`config.mk`:
```
export PLATFORM = sky130hd
export DESIGN_NAME = counter_profile_mc_flat
export DESIGN_NICKNAME = d
export VERILOG_FILES = /design/src/rtl/profile_pkg.sv /design/src/rtl/counter_profile_mc_if.sv /design/src/rtl/profile_channel.sv /design/src/rtl/counter_profile_mc.sv /design/src/flat_wrapper.sv
export SDC_FILE = /design/constraint.sdc
export NUM_CORES = 1
export LEC_CHECK = 0
export ABC_AREA = 1
export BUFFER_PORTS_ARGS = -buffer_cell sky130_fd_sc_hd__buf_2
export CAP_MARGIN = 0
export CORE_MARGIN = 2
export CORE_UTILIZATION = 34
export CTS_CLUSTER_DIAMETER = 60
export DETAILED_ROUTE_END_ITERATION = 7
export GPL_ROUTABILITY_DRIVEN = 0
export SYNTH_ARGS = -nofsm -noshare
export SYNTH_HDL_FRONTEND = slang
export SYNTH_SLANG_ARGS = --single-unit
```
`constraint.sdc`:
```
create_clock -name clk -period 3 [get_ports clk]
set_input_delay 0.6 -clock clk [delete_from_list [all_inputs] [get_ports clk]]
set_output_delay 0.6 -clock clk [all_outputs]
set_load 0.05 [all_outputs]
```
`src/rtl/profile_pkg.sv`:
```
// Shared types for the multi-channel profile counter.
// Holds the channel FSM state and the read-select width helper.
package profile_pkg;

  typedef enum logic [1:0] {
    IDLE = 2'd0,
    RUN  = 2'd1,
    HALT = 2'd2
  } state_t;

  function automatic int sel_width(input int n);
    return (n > 1) ? $clog2(n) : 1;
  endfunction

endpackage

```
`src/rtl/counter_profile_mc_if.sv`:
```
// Shadow read port of the profile counter.
// Request/select from the master, one-cycle-later data back.
interface counter_profile_mc_if #(
  parameter int WIDTH = 32,
  parameter int SEL_W = 2
) ();

  logic             rd_req;
  logic [SEL_W-1:0] rd_sel;
  logic             rd_valid;
  logic [WIDTH-1:0] rd_data;
  logic             rd_ovf;

  modport master (
    output rd_req,
    output rd_sel,
    input  rd_valid,
    input  rd_data,
    input  rd_ovf
  );

  modport slave (
    input  rd_req,
    input  rd_sel,
    output rd_valid,
    output rd_data,
    output rd_ovf
  );

endinterface

```
`src/rtl/profile_channel.sv`:
```
// One profile channel: IDLE/RUN/HALT FSM, counter, sticky overflow.
// The start cycle counts, the stop cycle does not.
module profile_channel
  import profile_pkg::*;
#(
  parameter int WIDTH    = 32,
  parameter int SATURATE = 0
) (
  input  logic             clk,
  input  logic             reset,
  input  logic             start,
  input  logic             stop,
  input  logic             en,
  input  logic             clear,
  output logic [WIDTH-1:0] count,
  output logic             ovf,
  output logic             running
);

  localparam logic [WIDTH-1:0] ONE = {{(WIDTH-1){1'b0}}, 1'b1};

  state_t state;
  state_t state_nx;
  logic   inc;
  logic   at_max;

  assign inc    = (state == RUN || start) && en && !stop && !clear;
  assign at_max = &count;

  // Next state, clear beats stop beats start.
  always_comb begin
    state_nx = state;
    if (clear) begin
      state_nx = IDLE;
    end else if (stop) begin
      if (state == RUN) state_nx = HALT;
    end else if (start) begin
      state_nx = RUN;
    end
  end

  // State, registered running flag, count and sticky overflow.
  always_ff @(posedge clk or negedge reset) begin
    if (!reset) begin
      state   <= IDLE;
      running <= 1'b0;
      count   <= '0;
      ovf     <= 1'b0;
    end else begin
      state   <= state_nx;
      running <= (state_nx == RUN);
      if (clear) begin
        count <= '0;
        ovf   <= 1'b0;
      end else if (inc) begin
        if (at_max) begin
          ovf   <= 1'b1;
          count <= (SATURATE != 0) ? count : '0;
        end else begin
          count <= count + ONE;
        end
      end
    end
  end

endmodule

```
`src/rtl/counter_profile_mc.sv`:
```
// Multi-channel profile counter with snapshot shadows.
// Reads return shadow[rd_sel] one cycle after rd_req.
module counter_profile_mc
  import profile_pkg::*;
#(
  parameter int WIDTH    = 32,
  parameter int CHANNELS = 4,
  parameter int SATURATE = 0
) (
  input  logic                clk,
  input  logic                reset,
  input  logic [CHANNELS-1:0] start,
  input  logic [CHANNELS-1:0] stop,
  input  logic [CHANNELS-1:0] en,
  input  logic [CHANNELS-1:0] clear,
  input  logic                snap,
  counter_profile_mc_if.slave rd,
  output logic [CHANNELS-1:0] running,
  output logic [CHANNELS-1:0] overflow
);

  localparam int SEL_W = sel_width(CHANNELS);
  localparam logic [SEL_W:0] CH_LIM = CHANNELS[SEL_W:0];

  logic [WIDTH-1:0]    cnt    [CHANNELS];
  logic [WIDTH-1:0]    sh_cnt [CHANNELS];
  logic [CHANNELS-1:0] sh_ovf;
  logic                sel_ok;

  for (genvar i = 0; i < CHANNELS; i++) begin : g_ch
    profile_channel #(
      .WIDTH    (WIDTH),
      .SATURATE (SATURATE)
    ) u_ch (
      .clk     (clk),
      .reset   (reset),
      .start   (start[i]),
      .stop    (stop[i]),
      .en      (en[i]),
      .clear   (clear[i]),
      .count   (cnt[i]),
      .ovf     (overflow[i]),
      .running (running[i])
    );
  end

  assign sel_ok = ({1'b0, rd.rd_sel} < CH_LIM);

  // Snapshot takes the pre-edge counts of every channel at once.
  always_ff @(posedge clk or negedge reset) begin
    if (!reset) begin
      for (int i = 0; i < CHANNELS; i++) sh_cnt[i] <= '0;
      sh_ovf <= '0;
    end else if (snap) begin
      for (int i = 0; i < CHANNELS; i++) sh_cnt[i] <= cnt[i];
      sh_ovf <= overflow;
    end
  end

  // Read mux; sees the pre-snap shadow on a same-cycle snap.
  always_ff @(posedge clk or negedge reset) begin
    if (!reset) begin
      rd.rd_valid <= 1'b0;
      rd.rd_data  <= '0;
      rd.rd_ovf   <= 1'b0;
    end else begin
      rd.rd_valid <= rd.rd_req;
      if (rd.rd_req) begin
        if (sel_ok) begin
          rd.rd_data <= sh_cnt[rd.rd_sel];
          rd.rd_ovf  <= sh_ovf[rd.rd_sel];
        end else begin
          rd.rd_data <= '0;
          rd.rd_ovf  <= 1'b0;
        end
      end
    end
  end

endmodule

```
`src/flat_wrapper.sv`:
```
// flat-port wrapper written by rule: the top's interface ports become plain ports
module counter_profile_mc_flat import profile_pkg::*;
#(
  parameter int WIDTH    = 32,
  parameter int CHANNELS = 4,
  parameter int SATURATE = 0
)
  (clk, reset, start, stop, en, clear, snap, running, overflow, rd_rd_req, rd_rd_sel, rd_rd_valid, rd_rd_data, rd_rd_ovf);
  counter_profile_mc_if #(.WIDTH(WIDTH), .SEL_W((2))) rd_i ();
  input  logic clk;
  input  logic reset;
  input  logic [CHANNELS-1:0] start;
  input  logic [CHANNELS-1:0] stop;
  input  logic [CHANNELS-1:0] en;
  input  logic [CHANNELS-1:0] clear;
  input  logic snap;
  output logic [CHANNELS-1:0] running;
  output logic [CHANNELS-1:0] overflow;
  input wire logic [$bits(rd_i.rd_req)-1:0] rd_rd_req;
  input wire logic [$bits(rd_i.rd_sel)-1:0] rd_rd_sel;
  output wire logic [$bits(rd_i.rd_valid)-1:0] rd_rd_valid;
  output wire logic [$bits(rd_i.rd_data)-1:0] rd_rd_data;
  output wire logic [$bits(rd_i.rd_ovf)-1:0] rd_rd_ovf;
  assign rd_i.rd_req = rd_rd_req;
  assign rd_i.rd_sel = rd_rd_sel;
  assign rd_rd_valid = rd_i.rd_valid;
  assign rd_rd_data = rd_i.rd_data;
  assign rd_rd_ovf = rd_i.rd_ovf;
  counter_profile_mc #(.WIDTH(WIDTH), .CHANNELS(CHANNELS), .SATURATE(SATURATE)) u_core (.clk(clk), .reset(reset), .start(start), .stop(stop), .en(en), .clear(clear), .snap(snap), .rd(rd_i), .running(running), .overflow(overflow));
endmodule
```
==> flow_metrics.tcl, run 1 <==
set metrics [dict create \
    outcome "complete, no violations" \
    pwr-share-seq_pct 45.4 \
    finalWirelength_um 42700 \
    place_ws_ns 0.844 \
    worstPathMaxFanout 22 \
    ir_worst_vdd_v 0.000344 \
    core_mm2 0.0454 \
    numCtsBuffers 36 \
    grt_pass1_wl_um 69400 \
    async_reset_ff_share_pct 100 \
    cts.htree.levels 2 \
    period_needed_ns 2.09 \
    tightest_slew_ns 0.692 \
    clock_latency_ns 0.54 \
    synthMuxAreaShare_pct 0.648 \
    p_int_w 0.00720 \
    finalCritPeriodShare_pct 69.6 \
    timing.max_cap.violations 0 \
    firstDrtPassIters 6 \
    first_iter_violations 1214 \
    synth_xor_area_share_pct 2.07 \
    setup_viol 0 \
    hold_violations 0 \
    netlist_area_mm2 0.0156 \
    postCtsSetupBuffers 0 \
    drv_slew 0 \
    drive_gt1_share_pct 9.99 \
    die_w_um 219 \
    cp.required_ns 3.45 \
    initial_core_util_pct 34.5 \
    synth-compound-area-share_pct 12.7 \
    die_area_mm2 0.0478 \
    switching_share_pct 26.4 \
    overflow 0 \
    final_cell_mix "434 x nand2_1, 339 x nor2_1, 310 x dfrtp_1" \
    p_sw_w 0.00258 \
    startpoint_type "flip-flop" \
    syn_area_per_cell_um2 7.85 \
    synth_top_area_share_pct 49.6 \
    synth_top_family_by_area "simple AND/OR/NAND/NOR gates" \
    synth.distinct_cells 40 \
    synth_seq_cells 310 \
    synth-main-ff-cell "dfrtp_1" \
    crit_type "flip-flop to flip-flop" \
    fin_skew_ns 0.0192 \
    rsz0062_at_grt "false" \
    min_path_type "input port to async pin" \
    cellLeakagePower_nw 7.59 \
    hold_buffers 0 \
    grtUsageTotal_pct 18.3 \
    yosys_warnings 0 \
    clock_path_buffers 3 \
    clk_root_buffer_cell "clkbuf_16" \
    syn-instance-count 1993 \
    crit_arrival_ns 2.54 \
    grt_max_degree 91 \
    clockPowerShare_pct 45.4 \
    dp_hpwl_um 30700 \
    fmax_mhz 479 \
    synth_area_leaders "dfrtp_1 50%, nand2_1 10%, nor2_1 8.1%" \
    die_y_um 219 \
    cts_tree "yes" \
    antenna_found_initial 2 \
    p_comb_share_pct 9.2 \
    ctsResizeCount 0 \
    setup_ws_ns 0.912 \
    syn-num-nets 2019 \
    ant_nets 0 \
    synth_top_area_cell "dfrtp_1" \
    synth-simple-area-share_pct 26.5 \
    cts_sinks 310 \
    avgRoutedWirePerCell_um 16.1 \
    p_per_area_mw_per_mm2 552 \
    num_rows 78 \
    portBuffers 63 \
    antenna_cells 0 \
    slew_headroom_pct 53.8 \
    vias_per_cell 4.96 \
    vias 13200 \
    mostFrequentLayoutCell "nand2_1" \
    synth_edf_count 0 \
    area_growth_pct 13.2 \
    clk_pin_slew_ns 0.06 \
    nets 2055 \
    drc 0 \
    endpoint_kind "flip-flop" \
    tns_ns 0 \
    synth_seq_area_share_pct 49.6 \
    ios 64 \
    grt_pass1_vias 12500 \
    synthAdderAreaFrac_pct 0.320 \
]
==> metrics by stage <==
step | std cells | total power (W) | hold WS, ns | area, µm² | util (%)
2_1_floorplan | 1993 | 0.00509 | 0.304 | 15600 | -
3_3_place_gp | 2591 | 0.00542 | 0.488 | 16500 | 36.4
5_1_grt | 2653 | 0.0102 | 0.0581 | 17700 | 39.1
6_report | 2653 | 0.00979 | 0.0401 | 17700 | 39.1
3_5_place_dp | 2591 | 0.00543 | 0.492 | 16500 | 36.4
4_1_cts | 2653 | 0.00990 | 0.0455 | 17700 | 39.1
==> sequential cells by signal (all words and copies together) (netlist names) <==
name and flops:
u_core.sh_ovf 4, u_core.g_ch.u_ch.running 4, u_core.rd.rd_data 32, u_core.g_ch.u_ch.ovf 4, u_core.sh_cnt 128, u_core.g_ch.u_ch.count 128
u_core.rd.rd_ovf 1, u_core.g_ch.u_ch.state 8, u_core.rd.rd_valid 1
==> cell type report <==
class,instances,area [µm²]
Clock buffer,49,1020
Clock inverter,13,166
Fill cell,4634,27700
Inverter,218,823
Multi-Input combinational cell,1382,6620
Sequential cell,310,7760
Tap cell,600,751
Timing Repair Buffer,81,582
==> worst max-delay path: stages (launching register included) <==
cell	delay, ns
dfrtp_1	0.42
ha_1	0.20
inv_1	0.06
nor2_2	0.20
nand2_2	0.12
nor2_4	0.16
nand2_2	0.13
o21ai_4	0.53
nor2_1	0.09
nor2_1	0.10
==> kinds of logic after synthesis <==
kind of cell	after synthesis
AND/OR/NAND/NOR	979
AO/OA/AOI/OAI	353
multiplexers	9
XOR/XNOR	37
buffers and inverters	301
adder cells (fa/ha/maj)	4
flip-flops	310
==> power groups by stage <==
stage               registers [W]  clock network, W  logic [W]
floorplan                 0.00466                 0   0.000422
global placement          0.00451                 0   0.000913
detailed placement        0.00451                 0   0.000919
CTS                       0.00444           0.00454   0.000922
global route              0.00446           0.00471    0.00100
finish                    0.00444           0.00444   0.000905
==> path summary, 6_finish.rpt <==
check | end | slack [ns] | depth (start not counted) | startpoint
worst min register to register | u_core.sh_cnt[109] | 0.50 | 1 | u_core.sh_cnt[109]
max in group asynchronous | u_core.g_ch[1].u_ch.running | 2.07 | 2 | reset
min in group clk | u_core.g_ch[1].u_ch.state[0] | 0.34 | 2 | clear[1]
worst max-delay path | u_core.g_ch[1].u_ch.ovf | 0.91 | 9 | u_core.g_ch[1].u_ch.count[1]
worst max register to register | u_core.g_ch[1].u_ch.ovf | 0.91 | 9 | u_core.g_ch[1].u_ch.count[1]
worst min-delay path | u_core.g_ch[2].u_ch.count[20] | 0.04 | 1 | reset
==> synth_stat cells, types with 5 or more instances <==
library cell    n
nand2_1       434
nor2_1        339
dfrtp_1       310
inv_1         213
o21ai_0       143
a21oi_1       118
nand3_1        83
nand4_1        46
clkbuf_1       36
a31oi_1        35
xor2_1         34
o211ai_1       25
nor3_1         20
nor2_2         18
buf_2          16
o21bai_1       15
nand2_2        14
buf_4          11
buf_1          10
buf_6          10
mux2_2          9
nor2_4          8
a211oi_1        7
nand2_4         5
==> per-layer routing <==
layer | up-vias | GRT usage [%] | part of all wire [%]
met3 | 69 | 3.16 | 5.7
li1 | 6489 | - | -
met2 | 334 | 28.4 | 45
met5 | - | 0 | 0.030
met4 | 2 | 5.37 | 2.6
met1 | 6273 | 25.9 | 47
Note: power is estimated with default switching activity, not from simulation.
==> run 2: changes to the inputs <==
--- a/config.mk
+++ b/config.mk
@@ -5,7 +5,7 @@
 export SDC_FILE = /design/constraint.sdc
 export NUM_CORES = 1
 export LEC_CHECK = 0
-export ABC_AREA = 1
+export ABC_AREA = 0
 export BUFFER_PORTS_ARGS = -buffer_cell sky130_fd_sc_hd__buf_2
 export CAP_MARGIN = 0
 export CORE_MARGIN = 2
==> constraint.sdc (replaced) <==
create_clock -name clk -period 1.7 [get_ports clk]
set_input_delay 0.34 -clock clk [delete_from_list [all_inputs] [get_ports clk]]
set_output_delay 0.34 -clock clk [all_outputs]
set_load 0.05 [all_outputs]
==> flow_metrics.tcl, run 2 <==
set metrics [dict create \
    antenna_found_initial 0 \
    cts_sinks 310 \
    num_rows 75 \
    p_per_area_mw_per_mm2 840 \
    cp.required_ns 2.17 \
    ir_worst_vdd_v 0.000546 \
    overflow 0 \
    yosys_warnings 0 \
    switching_share_pct 23.1 \
    p_int_w 0.0127 \
    finalWirelength_um 39200 \
    crit_path_end "u_core.g_ch[1].u_ch.count[29]" \
    crit_arrival_ns 2.55 \
    first_iter_violations 625 \
    synth_xor_area_share_pct 5.82 \
    synth-main-ff-cell "dfrtp_1" \
    synth_top_area_cell "dfrtp_1" \
    setup_viol 101 \
    firstDrtPassIters 5 \
    violations "setup timing" \
    synth_seq_cells 310 \
    period_needed_ns 2.08 \
    p_comb_share_pct 5.6 \
    cellLeakagePower_nw 9.03 \
    ios 64 \
    die_y_um 209 \
    min_path_type "input port to flip-flop" \
    synthMuxAreaShare_pct 18.2 \
    synth_top_family_by_area "multiplexers" \
    slew_headroom_pct 65.5 \
    synth_most_common_cell "dfrtp_1" \
    grt_pass1_vias 11200 \
    synth_area_leaders "dfrtp_1 54%, mux2_2 13%, mux4_2 5.2%" \
    area_growth_pct 37.8 \
    final_cell_mix "310 x dfrtp_1, 245 x buf_4, 165 x mux2_2" \
    netlist_area_mm2 0.0143 \
    synth-simple-area-share_pct 14.8 \
    reg.largest.list "u_core.g_ch.u_ch.count: 128 flops, u_core.sh_cnt: 128 flops, u_core.rd.rd_data: 32 flops" \
    portBuffers 63 \
    synth_seq_area_share_pct 54.2 \
    crit_type "flip-flop to flip-flop" \
    clock_path_buffers 3 \
    grt_pass1_wl_um 61600 \
    endpoint_kind "flip-flop" \
    clk_pin_slew_ns 0.06 \
    hold_violations 0 \
    timing.max_cap.violations 0 \
    fmax_mhz 481 \
    initial_core_util_pct 34.3 \
    synth_edf_count 0 \
    nets 1556 \
    outcome "finished with violations" \
    synth.distinct_cells 49 \
    startpoint_type "flip-flop" \
    setup_ws_ns -0.378 \
    dp_hpwl_um 27400 \
    cts_tree "yes" \
    syn-num-nets 1232 \
    cts.htree.levels 2 \
    die_w_um 209 \
    antenna_cells 0 \
    tightest_slew_ns 0.511 \
    clk_root_buffer_cell "clkbuf_16" \
    syn_area_per_cell_um2 11.9 \
    synthTopCellsByCount "310 x dfrtp_1, 165 x mux2_2, 123 x nor2_1" \
    drive_gt1_share_pct 49.9 \
    syn-instance-count 1206 \
    synthAdderAreaFrac_pct 0.350 \
    avgRoutedWirePerCell_um 18.7 \
    numCtsBuffers 38 \
    clockPowerShare_pct 49.5 \
    fin_util_pct 47.2 \
    r2r-end "u_core.g_ch[1].u_ch.count[29]" \
    place_ws_ns -0.348 \
    p_sw_w 0.00382 \
    drc 0 \
    finalCritPeriodShare_pct 122 \
    worstPathMaxFanout 5 \
    async_reset_ff_share_pct 100 \
    fin_skew_ns 0.0249 \
    fillers 3649 \
    vias 10700 \
    reg2reg_setup_slack_ns -0.38 \
    grtUsageTotal_pct 18.0 \
    pwr-share-seq_pct 44.9 \
    mostFrequentLayoutCell "dfrtp_1" \
    rr_startpoint "u_core.g_ch[1].u_ch.count[10]" \
    core_mm2 0.0418 \
    die_area_mm2 0.0437 \
    synth-compound-area-share_pct 4.16 \
    clock_latency_ns 0.55 \
    synth_top_area_share_pct 54.2 \
    drv_slew 0 \
    rsz0062_at_grt "true" \
    ant_nets 0 \
    vias_per_cell 5.12 \
    grt_max_degree 72 \
    r2r_cells 5 \
    crit_start "u_core.g_ch[1].u_ch.count[10]" \
]
-- run 2: changes by cell type after synthesis, sizes merged, moves of 31 or more --
cell / change
o21ai: -119
a21oi: -81
mux4: +33
buf: -31
nor2: -243
inv: -196
a31oi: -34
nand3: -35
mux2: +156
xnor2: +42
nand2: -388
-- run 2: worst max-delay path: stages, from the launching register on --
cell	delay (ns)
dfrtp_1	0.37
nand3_2	0.10
or4_4	0.55
or3_4	0.42
or4_4	0.44
a21oi_2	0.12
-- run 2: worst min-delay path by stage --
| stage | endpoint | slack [ns] | from | cells past startpoint |
|---|---|---|---|---|
| after floorplan | u_core.g_ch[0].u_ch.count[0] | 0.04 | reset | 0 |
| after global placement | u_core.sh_cnt[37] | 0.22 | reset | 1 |
| after detailed placement | u_core.sh_cnt[37] | 0.22 | reset | 1 |
| after CTS | u_core.g_ch[2].u_ch.count[0] | 0.005 | clear[2] | 2 |
| after global routing | u_core.g_ch[3].u_ch.state[0] | 0.02 | clear[3] | 2 |
| final | u_core.g_ch[2].u_ch.count[0] | 0.03 | clear[2] | 2 |
-- run 2: area by class of cell --
| cell class | instances | area [µm²] | share of cell area [%] |
|---|---|---|---|
| Timing Repair Buffer | 344 | 2810 | 14.2 |
| Sequential cell | 310 | 7760 | 39.3 |
| Clock inverter | 11 | 115 | 0.584 |
| Multi-Input combinational cell | 815 | 7110 | 36.1 |
| Clock buffer | 57 | 1170 | 5.95 |
| Tap cell | 539 | 674 | 3.42 |
| Inverter | 21 | 78.8 | 0.400 |
-- run 2: routing by layer --
| metal | vias to the layer above | routed length, µm | GRT usage (%) |
|---|---|---|---|
| met4 | 0 | 1370 | 6.92 |
| met3 | 82 | 1790 | 3.59 |
| met5 | - | 0 | 0 |
| met2 | 227 | 19000 | 29.4 |
| met1 | 5441 | 17000 | 23.7 |
| li1 | 4996 | - | - |
-- run 2: timing repair --
item                                   CTS  global route
endpoints found under the hold margin   92             0
hold buffers                             1             0
setup buffers                           24            14
setup endpoints to repair              125           129
cloned                                   7             3
pin swaps                               26            55
gates resized for setup                 75           137
-- run 2: per-stage QoR --
| stage | total power, W | TNS [ns] | cell area [µm²] | hold WS, ns | cells |
|---|---|---|---|---|---|
| 3_5_place_dp | 0.00840 | -13.65 | 17200 | 0.224 | 1991 |
| 2_1_floorplan | 0.00796 | -16.81 | 14500 | 0.0444 | 1206 |
| 4_1_cts | 0.0167 | -7.87 | 19100 | 0.00530 | 2089 |
| 6_report | 0.0166 | -16.20 | 19700 | 0.0265 | 2097 |
| 5_1_grt | 0.0171 | -28.52 | 19700 | 0.0239 | 2097 |
| 3_3_place_gp | 0.00838 | -10.13 | 17200 | 0.223 | 1991 |
-- run 2: kinds of logic (layout without fill, tap and decap cells) --
logic type               Yosys count  in the layout
AO/OA/AOI/OAI                    100            100
multiplexers                     198            198
buffers and inverters             82            433
flip-flops                       310            310
adder cells (fa/ha/maj)            4              4
AND/OR/NAND/NOR                  417            418
XOR/XNOR                          95             95
-- run 2: power by group through the flow --
| stage | logic, W | registers (W) | clock network (W) |
|---|---|---|---|
| global route | 0.00101 | 0.00744 | 0.00870 |
| CTS | 0.000901 | 0.00744 | 0.00840 |
| finish | 0.000925 | 0.00744 | 0.00819 |
| floorplan | 0.000376 | 0.00758 | 0 |
| detailed placement | 0.000825 | 0.00757 | 0 |
| global placement | 0.000812 | 0.00757 | 0 |
